--- config.mk ---
export PLATFORM = sky130hd
export DESIGN_NAME = fetch_pc_unit
export DESIGN_NICKNAME = d
export VERILOG_FILES = /design/src/rtl/fetch_pc_unit.sv
export SDC_FILE = /design/constraint.sdc
export NUM_CORES = 1
export LEC_CHECK = 0
export BUFFER_PORTS_ARGS = -buffer_cell sky130_fd_sc_hd__clkbuf_2
export CELL_PAD_IN_SITES_DETAIL_PLACEMENT = 1
export CELL_PAD_IN_SITES_GLOBAL_PLACEMENT = 1
export CORE_UTILIZATION = 34
export DETAILED_ROUTE_END_ITERATION = 7
export PLACE_DENSITY = 0.78
export SYNTH_ARGS = -nofsm -noshare
export SYNTH_HDL_FRONTEND = slang
export SYNTH_SLANG_ARGS = --single-unit
--- constraint.sdc ---
create_clock -name Clk -period 2.3 [get_ports Clk]
set_clock_uncertainty 0.15 [all_clocks]
set_input_delay 0.46 -clock Clk [delete_from_list [all_inputs] [get_ports Clk]]
set_output_delay 0.46 -clock Clk [all_outputs]
set_load 0.02 [all_outputs]
--- src/rtl/fetch_pc_unit.sv ---
// Program counter and fetch sequencer: IDLE/RUN/HALTED control, jump/branch
// redirection and halt/restart. Optional retired-instruction counter under FETCH_INSTR_COUNT_EN.
module fetch_pc_unit #(
    parameter int unsigned PC_W       = 10,
    parameter int unsigned START_ADDR = 0
) (
    input  logic            Clk,
    input  logic            Reset,
    input  logic            Start,
    input  logic            Halt,
    input  logic            Stall,
    input  logic            Jump,
    input  logic            BranchEn,
    input  logic            Zero,
    input  logic [PC_W-1:0] Target,
`ifdef FETCH_INSTR_COUNT_EN
    output logic [15:0]     InstrCount,
`endif
    output logic [PC_W-1:0] ProgCtr,
    output logic            Done,
    output logic            Running
);

    localparam logic [PC_W-1:0] START_PC = PC_W'(START_ADDR);

    typedef enum logic [1:0] {
        IDLE   = 2'b00,
        RUN    = 2'b01,
        HALTED = 2'b10
    } state_e;

    state_e          state_q, state_d;
    logic [PC_W-1:0] pc_q, pc_d;
    logic            done_q, done_d;
    logic            running_q, running_d;

    // State, PC and status registers
    always_ff @(posedge Clk or negedge Reset) begin
        if (!Reset) begin
            state_q   <= IDLE;
            pc_q      <= START_PC;
            done_q    <= 1'b0;
            running_q <= 1'b0;
        end else begin
            state_q   <= state_d;
            pc_q      <= pc_d;
            done_q    <= done_d;
            running_q <= running_d;
        end
    end

    // Next-state and next-PC selection; Stall outranks Halt outranks Jump outranks Branch
    always_comb begin
        state_d = state_q;
        pc_d    = pc_q;
        done_d  = done_q;

        case (state_q)
            IDLE: begin
                pc_d   = START_PC;
                done_d = 1'b0;
                if (Start) begin
                    state_d = RUN;
                end
            end
            RUN: begin
                if (!Stall) begin
                    if (Halt) begin
                        state_d = HALTED;
                        done_d  = 1'b1;
                    end else if (Jump) begin
                        pc_d = Target;
                    end else if (BranchEn && Zero) begin
                        pc_d = Target;
                    end else begin
                        pc_d = pc_q + PC_W'(1);
                    end
                end
            end
            HALTED: begin
                if (Start) begin
                    state_d = RUN;
                    pc_d    = START_PC;
                    done_d  = 1'b0;
                end
            end
            default: begin
                state_d = IDLE;
                pc_d    = START_PC;
                done_d  = 1'b0;
            end
        endcase

        running_d = (state_d == RUN);
    end

    assign ProgCtr = pc_q;
    assign Done    = done_q;
    assign Running = running_q;

`ifdef FETCH_INSTR_COUNT_EN
    localparam int unsigned CNT_W = 16;

    logic [CNT_W-1:0] cnt_q, cnt_d;

    // Counts unstalled RUN edges (halt edge included), saturating; cleared on (re)start
    always_comb begin
        cnt_d = cnt_q;
        if (state_q == RUN) begin
            if (!Stall && (cnt_q != {CNT_W{1'b1}})) begin
                cnt_d = cnt_q + CNT_W'(1);
            end
        end else if (Start) begin
            cnt_d = '0;
        end
    end

    always_ff @(posedge Clk or negedge Reset) begin
        if (!Reset) begin
            cnt_q <= '0;
        end else begin
            cnt_q <= cnt_d;
        end
    end

    assign InstrCount = cnt_q;
`endif

endmodule

==> impl_metrics.yaml, run 1 <==
drt:
  drt_first_iter_violations: 18
  wirelength_mm: 2.250
  wire_per_inst_um: 15.00
  drtAntennaViolNets: 0
  drc: 0
  vias_per_cell: 5.553
  vias: 833
  drtPass1Iterations: 4
worst_setup_path:
  end_kind: "flop"
  startpoint: "state_q[1]"
  worstRegToRegCells: 4
  critPathArrivalTime_ns: 1.99
  endpoint: "ProgCtr[8]"
  r2r_setup_slack_ns: 0.37
  required_ns: 2.35
  crit_type: "reg2reg"
  r2r-end: "ProgCtr[8]"
  start_kind: "flop"
  cp_max_fo: 6
  reg2reg_from: "state_q[1]"
global_routing:
  first_global_vias: 864
  grtUsageTotal_pct: 20.97
  overflow: 0
  grt_start_max_net_pins: 23
  grt_pass1_wl_mm: 3.939
  antenna_found_initial: 0
cts:
  cts_resized: 0
  cts_buffers: 3
  tritoncts: "done"
  clock_path_buffers: 2
  cts_root_buffer: "clkbuf_4"
  clock_sinks: 14
  htreeDepth: 1
  clkLatencyLatePin_ns: 0.29
  path_clk_slew_ns: 0.09
cells_and_area:
  num-nets-final: 143
  fin_area_um2: 999.7
  fillers: 291
  multi_input_area_um2: 406.6
  diodes: 0
  layout-drive-gt1-share_pct: 30.33
  finalNonFillerCells: 150
  register_area_um2: 350.3
  synthToLayoutAreaGrowth_pct: 24.84
place:
  placed_area_um2: 967.2
  port-buffer-count: 29
  dp_cells: 146
  hpwl_mm: 1.646
  gp_congestion: 0.7565
floorplanning:
  die-height_um: 50.53
  rows: 17
  io-pin-count: 30
  core_area_um2: 2212
  die_w_um: 50.53
  die_area_um2: 2553
  start_util_pct: 36.20
sta:
  final-setup-viol-count: 0
  tns_ns: 0
  fmax_mhz: 517.0
  hold_viol: 0
  rsz0062_at_grt: "false"
  drv_slew: 0
  worstMarginPinSlew_ns: 0.4975
  min_period_ns: 1.934
  max_slew_margin_pct: 66.83
  period_share_pct: 84.10
job:
  maxCapViolCount: 0
yosys:
  synth_nets: 110
  syn_area_um2: 800.8
  synth-seq-cells: 14
  ys_seq_area_share_pct: 43.75
  yosysWarnings: 0
  synth_edf_count: 0
  synthMuxAreaShare_pct: 1.250
  synthArstFlopShare_pct: 100.0
  yosysMostFrequentCell: "dfrtp_1"
  synth_xor_area_share_pct: 0
  synthAdderAreaFrac_pct: 1.563
  synth_largest_area_cell: "dfrtp_1"
  synthSimpleGateAreaFrac_pct: 24.06
  synth.avg_cell_area_um2: 8.800
  synth_top_family_by_area: "simple AND/OR/NAND/NOR gates"
  synth_area_leaders: "dfrtp_1, a21oi_1, o22ai_1"
  synth.distinct_cells: 30
  synth-compound-area-share_pct: 23.91
  synth-main-ff-cell: "dfrtp_1"
  synth_common_cells: "dfrtp_1, a21oi_1, nand2_1, o21ai_0, o22ai_1"
  synth_cells: 91
  synth_top_area_share_pct: 43.75
pwr:
  leakagePower_nw: 0.4747
  p_total_w: 0.0007903
  ir_worst_vdd_mv: 0.4573
  p_per_area_nw_per_um2: 790.6
min_path:
  hp-class: "in2reg"
  holdPathStages: 3
outcome:
  outcome: "completed"
## kinds of logic after synthesis
family | after synthesis
compound gates | 31
mux | 1
buf+inv | 9
fa+ha+maj | 1
flops | 14
simple gates | 35
## per-stage QoR
stage / util [%] / hold slack, ns / setup WS, ns
6_report: 45.19 / 0.2990 / 0.3657
5_1_grt: 45.19 / 0.3188 / 0.2928
4_1_cts: 45.19 / 0.2922 / 0.3957
3_5_place_dp: 43.72 / 0.2327 / 0.2080
3_3_place_gp: 43.72 / 0.2409 / 0.3136
2_1_floorplan: - / 0.01441 / 0.4690
## critical path, cell delays in order (launching register included)
cell	delay, ns
dfrtp_1	0.39
or4b_1	0.57
nor2_1	0.41
a21oi_1	0.13
o22ai_1	0.20
## placed cells by master (no fill, tap or decap), drive strengths merged, types with 2 or more instances in the layout
cell type  instances
nor3b              2
o21ai              8
and3               2
a21o               2
dfrtp             14
inv                6
nor2               4
clkbuf            32
nand3              6
a21oi              9
o22ai              7
o31a               2
nor3               4
nand2              7
nand2b             2
or4b               2
## flip-flops by register name, indices dropped and copies added, names as in the netlist
signal   flops
Running      1
ProgCtr     10
Done         1
state_q      2
## layout make-up
| cell class | count | area share [%] |
|---|---|---|
| clock buffers | 3 | 2.253 |
| repair buffers | 31 | 16.27 |
| well taps | 28 | 3.504 |
| inverters | 6 | 2.253 |
| multi-input cells | 68 | 40.68 |
| flip-flops and latches | 14 | 35.04 |
## timing repair
item,4_1_cts,5_1_grt
buffers inserted,0,0
hold endpoints to repair,14,0
hold buffers,1,0
## power breakdown
part | internal (W) | total, W | leakage (nW) | switching (W)
clock | 0.0000609 | 0.000143 | 0.0138 | 0.0000821
sequential | 0.000298 | 0.000352 | 0.188 | 0.0000533
combinational | 0.000108 | 0.000296 | 0.273 | 0.000188
## metal layers
layer	part of all wire [%]	GRT usage (%)
met5	0	0
met4	2.3	11.11
met3	4.2	2.424
met2	50	35.11
met1	44	26.18
## worst min-delay path by stage
stage,to,from,slack [ns]
final,Running,Start,0.30
after floorplan,Done,Reset,0.01
after CTS,Running,Start,0.29
after detailed placement,ProgCtr[0],Reset,0.23
after global routing,ProgCtr[9],Target[9],0.32
after global placement,Done,Reset,0.24
Power figures use the tool's default switching activity.
==> inputs of run 2 (changes only) <==
--- a/config.mk
+++ b/config.mk
@@ -8,9 +8,9 @@
 export BUFFER_PORTS_ARGS = -buffer_cell sky130_fd_sc_hd__clkbuf_2
 export CELL_PAD_IN_SITES_DETAIL_PLACEMENT = 1
 export CELL_PAD_IN_SITES_GLOBAL_PLACEMENT = 1
-export CORE_UTILIZATION = 34
+export CORE_UTILIZATION = 31
 export DETAILED_ROUTE_END_ITERATION = 7
-export PLACE_DENSITY = 0.78
+export PLACE_DENSITY = 0.75
 export SYNTH_ARGS = -nofsm -noshare
 export SYNTH_HDL_FRONTEND = slang
 export SYNTH_SLANG_ARGS = --single-unit
==> constraint.sdc (replaced) <==
create_clock -name Clk -period 1.75 [get_ports Clk]
set_clock_uncertainty 0.15 [all_clocks]
set_input_delay 0.35 -clock Clk [delete_from_list [all_inputs] [get_ports Clk]]
set_output_delay 0.35 -clock Clk [all_outputs]
set_load 0.02 [all_outputs]
==> run 2 against run 1 <==
- hold slack lost 0.11 ns
- register-to-register slack worse by 0.36 ns
- setup slack got worse by 0.36 ns
- utilization up 3.6 points
- global-route usage is 0.31 points higher
- cell area rose by 20%
- critical path depth unchanged
- via count up 10%
- wire length rose by 15%
==> impl_metrics.yaml, run 2 (synthesized netlist as in run 1, its figures left out) <==
worst_setup_path:
  path_delay_family: "simple AND/OR/NAND/NOR gates"
  r2r_setup_slack_ns: 0.007
  critPathMaxStageDelay_ns: 0.47
  crit_chain: "and3_4, or4b_4, or4_1, nand3_1"
  reg2reg_from: "ProgCtr[7]"
  start_kind: "flop"
  cp_max_fo: 2
  crit_type: "reg2reg"
  end_kind: "flop"
  crit_path_top_delay_cell: "or4b_4"
  r2r-end: "ProgCtr[9]"
  worstRegToRegCells: 4
  critPathArrivalTime_ns: 1.80
  required_ns: 1.81
  crit_buf_inv: 0
pwr:
  ir_worst_vdd_mv: 0.4646
  p_per_area_nw_per_um2: 984.2
  combPwrFrac_pct: 46.2
  p_total_w: 0.001178
  seq_power_share_pct: 37.4
  p_sw_w: 0.0004605
  p_int_w: 0.0007180
  pwr-share-clk_pct: 16.4
  switching_share_pct: 39.07
  leakagePower_nw: 0.5707
min_path:
  holdPathEnd: "ProgCtr[9]"
  hp-class: "in2reg"
  hp-start: "Target[9]"
  holdPathStages: 3
drt:
  vias: 919
  drtAntennaViolNets: 0
  wirelength_mm: 2.595
  drc: 0
  wire_per_inst_um: 14.91
  drt_first_iter_violations: 19
  drtPass1Iterations: 4
  vias_per_cell: 5.282
cts:
  clock_sinks: 14
  cts_root_buffer: "clkbuf_4"
  clkLatencyLatePin_ns: 0.28
  cts_buffers: 3
  path_clk_slew_ns: 0.09
  clock_path_buffers: 2
  tritoncts: "done"
  htreeDepth: 1
floorplanning:
  die_area_um2: 2790
  core_area_um2: 2455
  io-pin-count: 30
  die-height_um: 52.83
  die_w_um: 52.83
  rows: 18
  start_util_pct: 32.62
job:
  maxCapViolCount: 0
cells_and_area:
  final_core_util_pct: 48.78
  num-nets-final: 164
  final_common_cell: "clkbuf_2"
  layout-drive-gt1-share_pct: 48.61
  mostFrequentLayoutCells: "clkbuf_2, buf_4, a21oi_1"
  register_area_um2: 360.3
  diodes: 0
  fillers: 307
  finalNonFillerCells: 174
  synthToLayoutAreaGrowth_pct: 49.53
  multi_input_area_um2: 437.9
  largest_reg_flops: 10
global_routing:
  first_global_vias: 927
  grtUsageTotal_pct: 21.28
  overflow: 0
  antenna_found_initial: 0
  grt_start_max_net_pins: 15
  grt_pass1_wl_mm: 4.243
sta:
  worstMarginPinSlew_ns: 0.3728
  rsz0062_at_grt: "true"
  hold_viol: 0
  drv_slew: 0
  min_period_ns: 1.743
  period_share_pct: 99.58
  max_slew_margin_pct: 75.15
  setup_ws_ns: 0.007296
  fmax_mhz: 573.8
  final-setup-viol-count: 0
place:
  dp_cells: 164
  port-buffer-count: 29
  dp_slack_ns: -0.1092
  hpwl_mm: 1.917
  gp_congestion: 0.7953
outcome:
  outcome: "completed"
run 2: cell count changes in the layout (fill, tap and decap cells not counted), sizes merged:
| cell | change |
|---|---|
| buf | +20 |
| clkbuf | +1 |
| o21ai | +1 |
run 2: how the worst max path moves through the flow:
stage                    start          to  depth (start not counted)
finish              ProgCtr[7]  ProgCtr[9]                          4
global route        state_q[1]  ProgCtr[4]                          5
CTS                 ProgCtr[6]  ProgCtr[9]                          4
detailed placement        Halt  ProgCtr[9]                          4
global placement          Halt  ProgCtr[9]                          4
floorplan           ProgCtr[5]  ProgCtr[9]                          4
run 2: stage by stage:
stage | hold WS, ns | area (um^2) | TNS [ns]
6_report | 0.1885 | 1197 | 0
3_3_place_gp | 0.1339 | 1100 | -0.06293
3_5_place_dp | 0.1366 | 1100 | -0.4515
5_1_grt | 0.2032 | 1197 | -0.08419
2_1_floorplan | -0.09559 | 810.8 | 0
4_1_cts | 0.1820 | 1186 | 0
run 2: what timing repair did:
| item | 4_1_cts | 5_1_grt |
|---|---|---|
| hold endpoints to repair | 14 | 0 |
| pin swaps | 1 | 0 |
| gates resized for setup | 4 | 1 |
| setup buffers | 4 | 0 |
| hold buffers | 1 | 0 |
| cloned | 0 | 1 |
| setup endpoints to repair | 3 | 5 |
run 2: cell type report:
type	count	share of cell area [%]
timing repair buffer	51	26.12
clock buffer	4	2.194
sequential	14	30.09
tap	30	3.135
multi-input combinational	69	36.57
inverter	6	1.881
run 2: power groups by stage:
stage | registers [W] | logic [W] | clock network, W
final | 0.000441 | 0.000544 | 0.000194
after floorplan | 0.000523 | 0.000190 | 0
after detailed placement | 0.000452 | 0.000479 | 0
after global placement | 0.000448 | 0.000461 | 0
after global routing | 0.000451 | 0.000599 | 0.000217
after CTS | 0.000441 | 0.000528 | 0.000203
run 2: worst reg2reg max path: stages (launching register included):
cell and delay [ns]:
dfrtp_2 0.37, and3_4 0.18, or4b_4 0.47, or4_1 0.40, nand3_1 0.09
run 2: layer usage:
layer,track usage (%),routed length [um]
met1,25.66,1107
met2,37.13,1360
met3,5.797,95
met4,4.825,31
met5,0,0
